==> config.mk <==
export PLATFORM = sky130hd
export DESIGN_NAME = exe_muldiv_ctrl_flat
export DESIGN_NICKNAME = d
export VERILOG_FILES = /design/src/rtl/exe_muldiv_ctrl_if.sv /design/src/rtl/exe_muldiv_ctrl.sv /design/src/flat_wrapper.sv
export SDC_FILE = /design/constraint.sdc
export NUM_CORES = 1
export LEC_CHECK = 0
export CAP_MARGIN = 10
export CORE_ASPECT_RATIO = 0.5
export CORE_UTILIZATION = 55
export CTS_CLUSTER_DIAMETER = 120
export DETAILED_ROUTE_END_ITERATION = 8
export HOLD_SLACK_MARGIN = 0.05
export PLACE_DENSITY = 0.77
export SYNTH_ARGS = -nofsm -noshare
export SYNTH_HDL_FRONTEND = slang
export SYNTH_SLANG_ARGS = --single-unit
==> constraint.sdc <==
create_clock -name clk -period 10.4 [get_ports clk]
set_clock_uncertainty 0.15 [all_clocks]
set_input_delay 2.6 -clock clk [delete_from_list [all_inputs] [get_ports clk]]
set_output_delay 2.6 -clock clk [all_outputs]
set_load 0.01 [all_outputs]
==> src/rtl/exe_muldiv_ctrl_if.sv <==
// EXE-stage to multiply/divide unit connection: issue, MTHI/MTLO, HI/LO read
// and the status/stall signals returned to the pipeline.
interface exe_muldiv_ctrl_if #(
    parameter int WIDTH = 32
);
    logic             start;
    logic [1:0]       op;
    logic [WIDTH-1:0] qa;
    logic [WIDTH-1:0] qb;
    logic             wr_hi;
    logic             wr_lo;
    logic             hilo_rd;
    logic             kill;
    logic [WIDTH-1:0] hi;
    logic [WIDTH-1:0] lo;
    logic             busy;
    logic             done;
    logic             div_zero;
    logic             stall;

    modport master (
        output start, op, qa, qb, wr_hi, wr_lo, hilo_rd, kill,
        input  hi, lo, busy, done, div_zero, stall
    );

    modport slave (
        input  start, op, qa, qb, wr_hi, wr_lo, hilo_rd, kill,
        output hi, lo, busy, done, div_zero, stall
    );
endinterface

==> src/rtl/exe_muldiv_ctrl.sv <==
// Iterative radix-2 MULT/MULTU/DIV/DIVU sequencer owning HI/LO; works on
// magnitudes for WIDTH cycles, then fixes signs and writes back in one cycle.
module exe_muldiv_ctrl #(
    parameter int WIDTH = 32
) (
    input  logic              clk,
    input  logic              rst,
    exe_muldiv_ctrl_if.slave  bus
);
    localparam int CW = $clog2(WIDTH);

    typedef enum logic [1:0] {IDLE, RUN, FIX} state_e;

    state_e             state_q;
    logic [WIDTH-1:0]   hi_q, lo_q, a_q, b_q;
    logic [2*WIDTH-1:0] acc_q, acc_d, res;
    logic [CW-1:0]      cnt_q;
    logic               sgn_q, sa_q, sb_q, div_q, dz_q, done_q;

    logic               sgn_i, qb_zero;
    logic [WIDTH-1:0]   abs_a, abs_b;
    logic [WIDTH:0]     sum, trial, diff;

    assign sgn_i   = ~bus.op[0];
    assign qb_zero = (bus.qb == '0);
    assign abs_a   = (sgn_i & bus.qa[WIDTH-1]) ? -bus.qa : bus.qa;
    assign abs_b   = (sgn_i & bus.qb[WIDTH-1]) ? -bus.qb : bus.qb;

    // acc holds {partial, multiplier} for multiply, {remainder, quotient} for divide.
    always_comb begin
        acc_d = acc_q;
        sum   = '0;
        trial = '0;
        diff  = '0;
        if (!div_q) begin
            sum   = {1'b0, acc_q[2*WIDTH-1:WIDTH]} + {1'b0, a_q};
            acc_d = acc_q[0] ? {sum, acc_q[WIDTH-1:1]} : {1'b0, acc_q[2*WIDTH-1:1]};
        end else begin
            trial = acc_q[2*WIDTH-1:WIDTH-1];
            diff  = trial - {1'b0, b_q};
            acc_d = diff[WIDTH] ? {trial[WIDTH-1:0], acc_q[WIDTH-2:0], 1'b0}
                                : {diff[WIDTH-1:0], acc_q[WIDTH-2:0], 1'b1};
        end
    end

    always_comb begin
        res = acc_q;
        if (!div_q) begin
            if (sgn_q & (sa_q ^ sb_q)) res = -acc_q;
        end else begin
            res[WIDTH-1:0]       = (sgn_q & (sa_q ^ sb_q)) ? -acc_q[WIDTH-1:0] : acc_q[WIDTH-1:0];
            res[2*WIDTH-1:WIDTH] = (sgn_q & sa_q) ? -acc_q[2*WIDTH-1:WIDTH] : acc_q[2*WIDTH-1:WIDTH];
        end
    end

    always_ff @(posedge clk) begin
        if (rst) begin
            state_q <= IDLE;
            hi_q    <= '0;
            lo_q    <= '0;
            a_q     <= '0;
            b_q     <= '0;
            acc_q   <= '0;
            cnt_q   <= '0;
            sgn_q   <= 1'b0;
            sa_q    <= 1'b0;
            sb_q    <= 1'b0;
            div_q   <= 1'b0;
            dz_q    <= 1'b0;
            done_q  <= 1'b0;
        end else begin
            done_q <= 1'b0;
            if (bus.kill && state_q != IDLE) begin
                state_q <= IDLE;
            end else begin
                case (state_q)
                    IDLE: begin
                        if (bus.start) begin
                            // a kill in the same cycle drops the issue
                            if (!bus.kill) begin
                                sgn_q   <= sgn_i;
                                sa_q    <= bus.qa[WIDTH-1];
                                sb_q    <= bus.qb[WIDTH-1];
                                div_q   <= bus.op[1];
                                a_q     <= abs_a;
                                b_q     <= abs_b;
                                acc_q   <= {{WIDTH{1'b0}}, bus.op[1] ? abs_a : abs_b};
                                cnt_q   <= '0;
                                dz_q    <= bus.op[1] & qb_zero;
                                state_q <= (bus.op[1] & qb_zero) ? FIX : RUN;
                            end
                        end else begin
                            if (bus.wr_hi) hi_q <= bus.qa;
                            if (bus.wr_lo) lo_q <= bus.qa;
                        end
                    end
                    RUN: begin
                        acc_q <= acc_d;
                        if (cnt_q == CW'(WIDTH-1)) state_q <= FIX;
                        else                       cnt_q   <= cnt_q + 1'b1;
                    end
                    FIX: begin
                        if (!dz_q) begin
                            hi_q <= res[2*WIDTH-1:WIDTH];
                            lo_q <= res[WIDTH-1:0];
                        end
                        done_q  <= 1'b1;
                        state_q <= IDLE;
                    end
                    default: state_q <= IDLE;
                endcase
            end
        end
    end

    assign bus.hi       = hi_q;
    assign bus.lo       = lo_q;
    assign bus.busy     = (state_q != IDLE);
    assign bus.done     = done_q;
    assign bus.div_zero = dz_q;
    assign bus.stall    = bus.busy & (bus.start | bus.hilo_rd | bus.wr_hi | bus.wr_lo);
endmodule

==> src/flat_wrapper.sv <==
// flat-port wrapper written by rule: the top's interface ports become plain ports
module exe_muldiv_ctrl_flat 
#(
    parameter int WIDTH = 32
)
  (clk, rst, bus_start, bus_op, bus_qa, bus_qb, bus_wr_hi, bus_wr_lo, bus_hilo_rd, bus_kill, bus_hi, bus_lo, bus_busy, bus_done, bus_div_zero, bus_stall);
  exe_muldiv_ctrl_if #(.WIDTH(WIDTH)) bus_i ();
  input  logic clk;
  input  logic rst;
  input wire logic [$bits(bus_i.start)-1:0] bus_start;
  input wire logic [$bits(bus_i.op)-1:0] bus_op;
  input wire logic [$bits(bus_i.qa)-1:0] bus_qa;
  input wire logic [$bits(bus_i.qb)-1:0] bus_qb;
  input wire logic [$bits(bus_i.wr_hi)-1:0] bus_wr_hi;
  input wire logic [$bits(bus_i.wr_lo)-1:0] bus_wr_lo;
  input wire logic [$bits(bus_i.hilo_rd)-1:0] bus_hilo_rd;
  input wire logic [$bits(bus_i.kill)-1:0] bus_kill;
  output wire logic [$bits(bus_i.hi)-1:0] bus_hi;
  output wire logic [$bits(bus_i.lo)-1:0] bus_lo;
  output wire logic [$bits(bus_i.busy)-1:0] bus_busy;
  output wire logic [$bits(bus_i.done)-1:0] bus_done;
  output wire logic [$bits(bus_i.div_zero)-1:0] bus_div_zero;
  output wire logic [$bits(bus_i.stall)-1:0] bus_stall;
  assign bus_i.start = bus_start;
  assign bus_i.op = bus_op;
  assign bus_i.qa = bus_qa;
  assign bus_i.qb = bus_qb;
  assign bus_i.wr_hi = bus_wr_hi;
  assign bus_i.wr_lo = bus_wr_lo;
  assign bus_i.hilo_rd = bus_hilo_rd;
  assign bus_i.kill = bus_kill;
  assign bus_hi = bus_i.hi;
  assign bus_lo = bus_i.lo;
  assign bus_busy = bus_i.busy;
  assign bus_done = bus_i.done;
  assign bus_div_zero = bus_i.div_zero;
  assign bus_stall = bus_i.stall;
  exe_muldiv_ctrl #(.WIDTH(WIDTH)) u_core (.clk(clk), .rst(rst), .bus(bus_i));
endmodule
Yosys cells after proc, flatten, opt, wreduce, memory -nomap -nowiden --
Cells that the tools add are included.
Word-level totals: register bits after elaboration 205, bits in latches 0, RAM bits 0, memory bits (read-only) 0, input bits 73, output and inout bits 68, logic and storage cells 89, memories 0
Cells by class: add/sub/neg operators 8, multiply operators 0, divide/modulo/power cells 0, order comparisons 0, eq/ne operators 11, shifts and indexed selects 0, muxes and demuxes 31, bitwise operators 13, reduce and logical (&&, ||, !) cells 13
Operators by type and width (number):
- 64-bit 2-to-1 mux | 7
- 32-bit 2-to-1 mux | 11
- 32-bit negator | 4
- 32-bit one-hot mux with 2 select lines | 2
- 64-bit one-hot mux with 2 select lines | 1
- 64-bit negator | 1
- 32-bit by 32-bit adder with 33-bit output | 1
- 33-bit by 32-bit subtractor with 33-bit output | 1
- 32-bit zero test | 1
- 5-bit 2-to-1 mux | 3
- 5-bit AND reduction | 3
- 2-bit != test, second input constant | 7
- 5-bit one-hot mux with 2 select lines | 1
- 2-bit 2-to-1 mux | 4
- 4-bit AND reduction | 2
- 1-bit AND | 6
- 2-bit nonzero test | 3
- 5-bit by 1-bit adder with 5-bit output, second input constant | 1
- 5-bit equality test, second input constant | 1
- 2-bit one-hot mux with 2 select lines | 1
- 1-bit inverter | 3
- 1-bit bitwise OR | 3
- 3-bit AND reduction | 1
- 2-bit by 1-bit equality test with 1-bit output, second input constant | 1
- other kinds (7) | 7

Logic depth before layout (Yosys ltp) --
depth after elaboration 7, gate-level depth with buffers 14, gate-level depth less buffers 12

Worst setup path after synthesis --
No wires, ideal clock.
kind input port to output port, from input port bus_start, to output port bus_stall, data arrival time 2.945 ns, data required time 7.650 ns, slack 4.705 ns, cell stages on the path 2, path buffers 0, path through nor4_1 nor2_1
Between the ends: word-level cells in the longest chain between the ends 4
Ends and longest elaborated chain:
- start, declared | RTL line flat_wrapper.sv:10 | input wire logic [$bits(bus_i.start)-1:0] bus_start;
- 1-bit bitwise OR (3 in a row) | RTL line exe_muldiv_ctrl.sv:121 | assign bus.stall = bus.busy & (bus.start | bus.hilo_rd | bus.wr_hi | bus.wr_lo);
- 1-bit AND | RTL line exe_muldiv_ctrl.sv:121
- end, declared | RTL line flat_wrapper.sv:23 | output wire logic [$bits(bus_i.stall)-1:0] bus_stall;
No other way between the ends.

Final worst setup path --
Same ends and word-level chain as after synthesis.

==> impl_results.md <==
* Outcome: finished clean
* Resize count post-CTS at 0
* Clock Sinks at 205
* Setup WS pre-CTS at 3.66 ns
* Share of layout cells above drive strength 1 at 0.0511
* Wire length per cell at 23.7 um
* Period utilisation layout at 0.650
* Core ar. at 28100 sq um
* Post-synth top cells: nor2_1, dfxtp_1, a21oi_1
* Slew of the pin with the lowest slew margin at 1.22 ns
* Largest net degree at the start of global routing at 104
* Dpl cells at 2553
* Post-CTS setup buffer count at 0
* # rows at 43
* Die area at 29800 sq um
* Mapped Cells at 2160
* Ys flop type: dfxtp_1
* YS warnings at 0
* Setup TNS at 0 ns
* Finished Layout Cells at 2597
* Initial antenna violation count at 5
* Fin crit period at 6.76 ns
* EDFF count, synth at 0
* Cell area after synthesis at 16000 sq um
* Synth area leaders: dfxtp_1, nor2_1, a21oi_1
* Vias at 17100
* DRC at 0
* Max FO, Critical Path at 6
* Endpoints failing hold at 0
* Distinct cells, synth at 91
* Worst Hold Class: reg2reg
* Synthesis-to-layout area growth at 14.3%
* Final Cell Area at 18300 sq um
* Post-DP HPWL at 45900 um
* F_max at 148 MHz
* Clk_lat worst skew at 0.55 ns
* Static Leak at 6.93 nW
* TritonCTS buffer count at 22
* RSZ-0062 raised after global routing: no
* Register area share after synthesis at 0.257
* Avg Vias per Cell at 6.58
* CP required at 7.65 ns
* Syn avg cell area at 7.39 sq um
* Global-route wire length before repair at 91700 um
* Crit Path Category: in2out
* Post-route ant nets at 0
* CP arrival at 4.01 ns
* WL final at 61400 um
* Setup violations, final at 0
* Slew headroom at 0.180
* Setup crit start kind: input port
* CTS root buffer: clkbuf_16
* Pwr/cell area at 130 nW/um^2
* Maximum vdd drop at 0.120 mV
* Synth top area share at 0.257
* Syn_nets at 2305
* Die Height at 122 um
* Clock buffer depth at 3
* Worst setup margin at 3.64 ns
* Starting Density at 0.568
* Cell Area, Placed at 17400 sq um
* Fin util at 0.649
* CTS H-tree lvls at 1
* Endpoint class of the critical path: output pin
* Dominant cell type by area after synthesis: dfxtp_1
* Tot GR Track Use at 0.402
* Routability cong. at 1.00
* Max cap viols at 0
* Clk slew on worst S/H paths at 0.07 ns
* Initial DRC Count at 2447
* I/O pin total at 141
* Count leader, synth: nor2_1
* Vias in the first global route at 14800
* Hold-fix buffers at CTS at 0
* I/O Buffers at 140
* Register bit total from synthesis at 205
* CTS tree: yes
* Total grt overflow at 0
* Die W at 243 um
* Final nets at 2340
* Slew Viols, Final at 0
* Async set-or-reset flop fraction in the synthesized netlist at 0
* First drt pass iteration count at 6
-- critical path, stage by stage --
cell and delay [ns]:
clkdlybuf4s50_1 0.52, nor4_1 0.34, nor2_1 0.07, clkdlybuf4s50_1 0.48
-- final cells by class --
type / count / area (sq um)
antenna: 4 / 10.0
clock buffer: 22 / 551
clock inverter: 18 / 290
fill: 2505 / 9880
inverter: 73 / 274
multi-input combinational: 1730 / 11000
sequential: 205 / 4110
tap: 382 / 478
timing repair buffer: 163 / 1570
-- worst paths after layout --
kind	from	endpoint	slack (ns)	depth (start not counted)
min	u_core.bus.hi[9]	u_core.bus.hi[9]	0.30	2
min reg2reg	u_core.bus.hi[9]	u_core.bus.hi[9]	0.30	2
max reg2reg	u_core.acc_q[31]	u_core.acc_q[42]	6.12	13
max	bus_start	bus_stall	3.64	4
-- power by group --
part / switching [mW] / total [mW] / internal [mW]
logic: 0.353 / 0.567 / 0.214
clock network: 0.383 / 0.930 / 0.547
registers: 0.0561 / 0.885 / 0.829
-- layer usage --
| metal | GRT usage | share of wire | up-vias |
|---|---|---|---|
| met5 | 0 | 0.00070 | - |
| li1 | - | - | 7942 |
| met4 | 0.0778 | 0.018 | 6 |
| met1 | 0.573 | 0.43 | 8043 |
| met3 | 0.152 | 0.16 | 93 |
| met2 | 0.572 | 0.40 | 998 |
-- stage by stage --
stage                     total power [mW]  hold slack, ns
after floorplan                       1.23           0.286
after global placement                1.44           0.292
after detailed placement              1.44           0.295
after CTS                             2.35           0.303
after global routing                  2.45           0.324
final                                 2.38           0.301
-- sequential cells by signal, indices dropped and copies added, names as in the netlist --
| signal | flops |
|---|---|
| u_core.sa_q | 1 |
| u_core.bus.hi | 32 |
| u_core.a_q | 32 |
| u_core.div_q | 1 |
| u_core.sgn_q | 1 |
| u_core.cnt_q | 5 |
| u_core.bus.done | 1 |
| u_core.bus.lo | 32 |
| u_core.state_q | 2 |
| u_core.sb_q | 1 |
| u_core.acc_q | 64 |
| u_core.bus.div_zero | 1 |
| u_core.b_q | 32 |
-- cells in the final DEF (no fill, tap or decap), types with 33 or more instances in the layout --
cell type and instances:
nor3_1 52, a211oi_1 115, dfxtp_1 204, mux2i_1 58, nor2_1 295, xor2_1 76
a21o_1 33, nand2_1 191, ha_1 70, o21ai_0 120, a21oi_1 201, inv_1 73
clkdlybuf4s50_1 138, xnor2_1 84
-- kinds of logic after synthesis --
logic type                 synth area share
muxes                                0.0427
AOI/OAI and AO/OA                     0.289
and+or+nand+nor                       0.210
adders and majority gates            0.0573
xor gates and xnor gates             0.0877
DFF                                   0.257
buffers and inverters                0.0566
(Power assumes the default switching activity.)
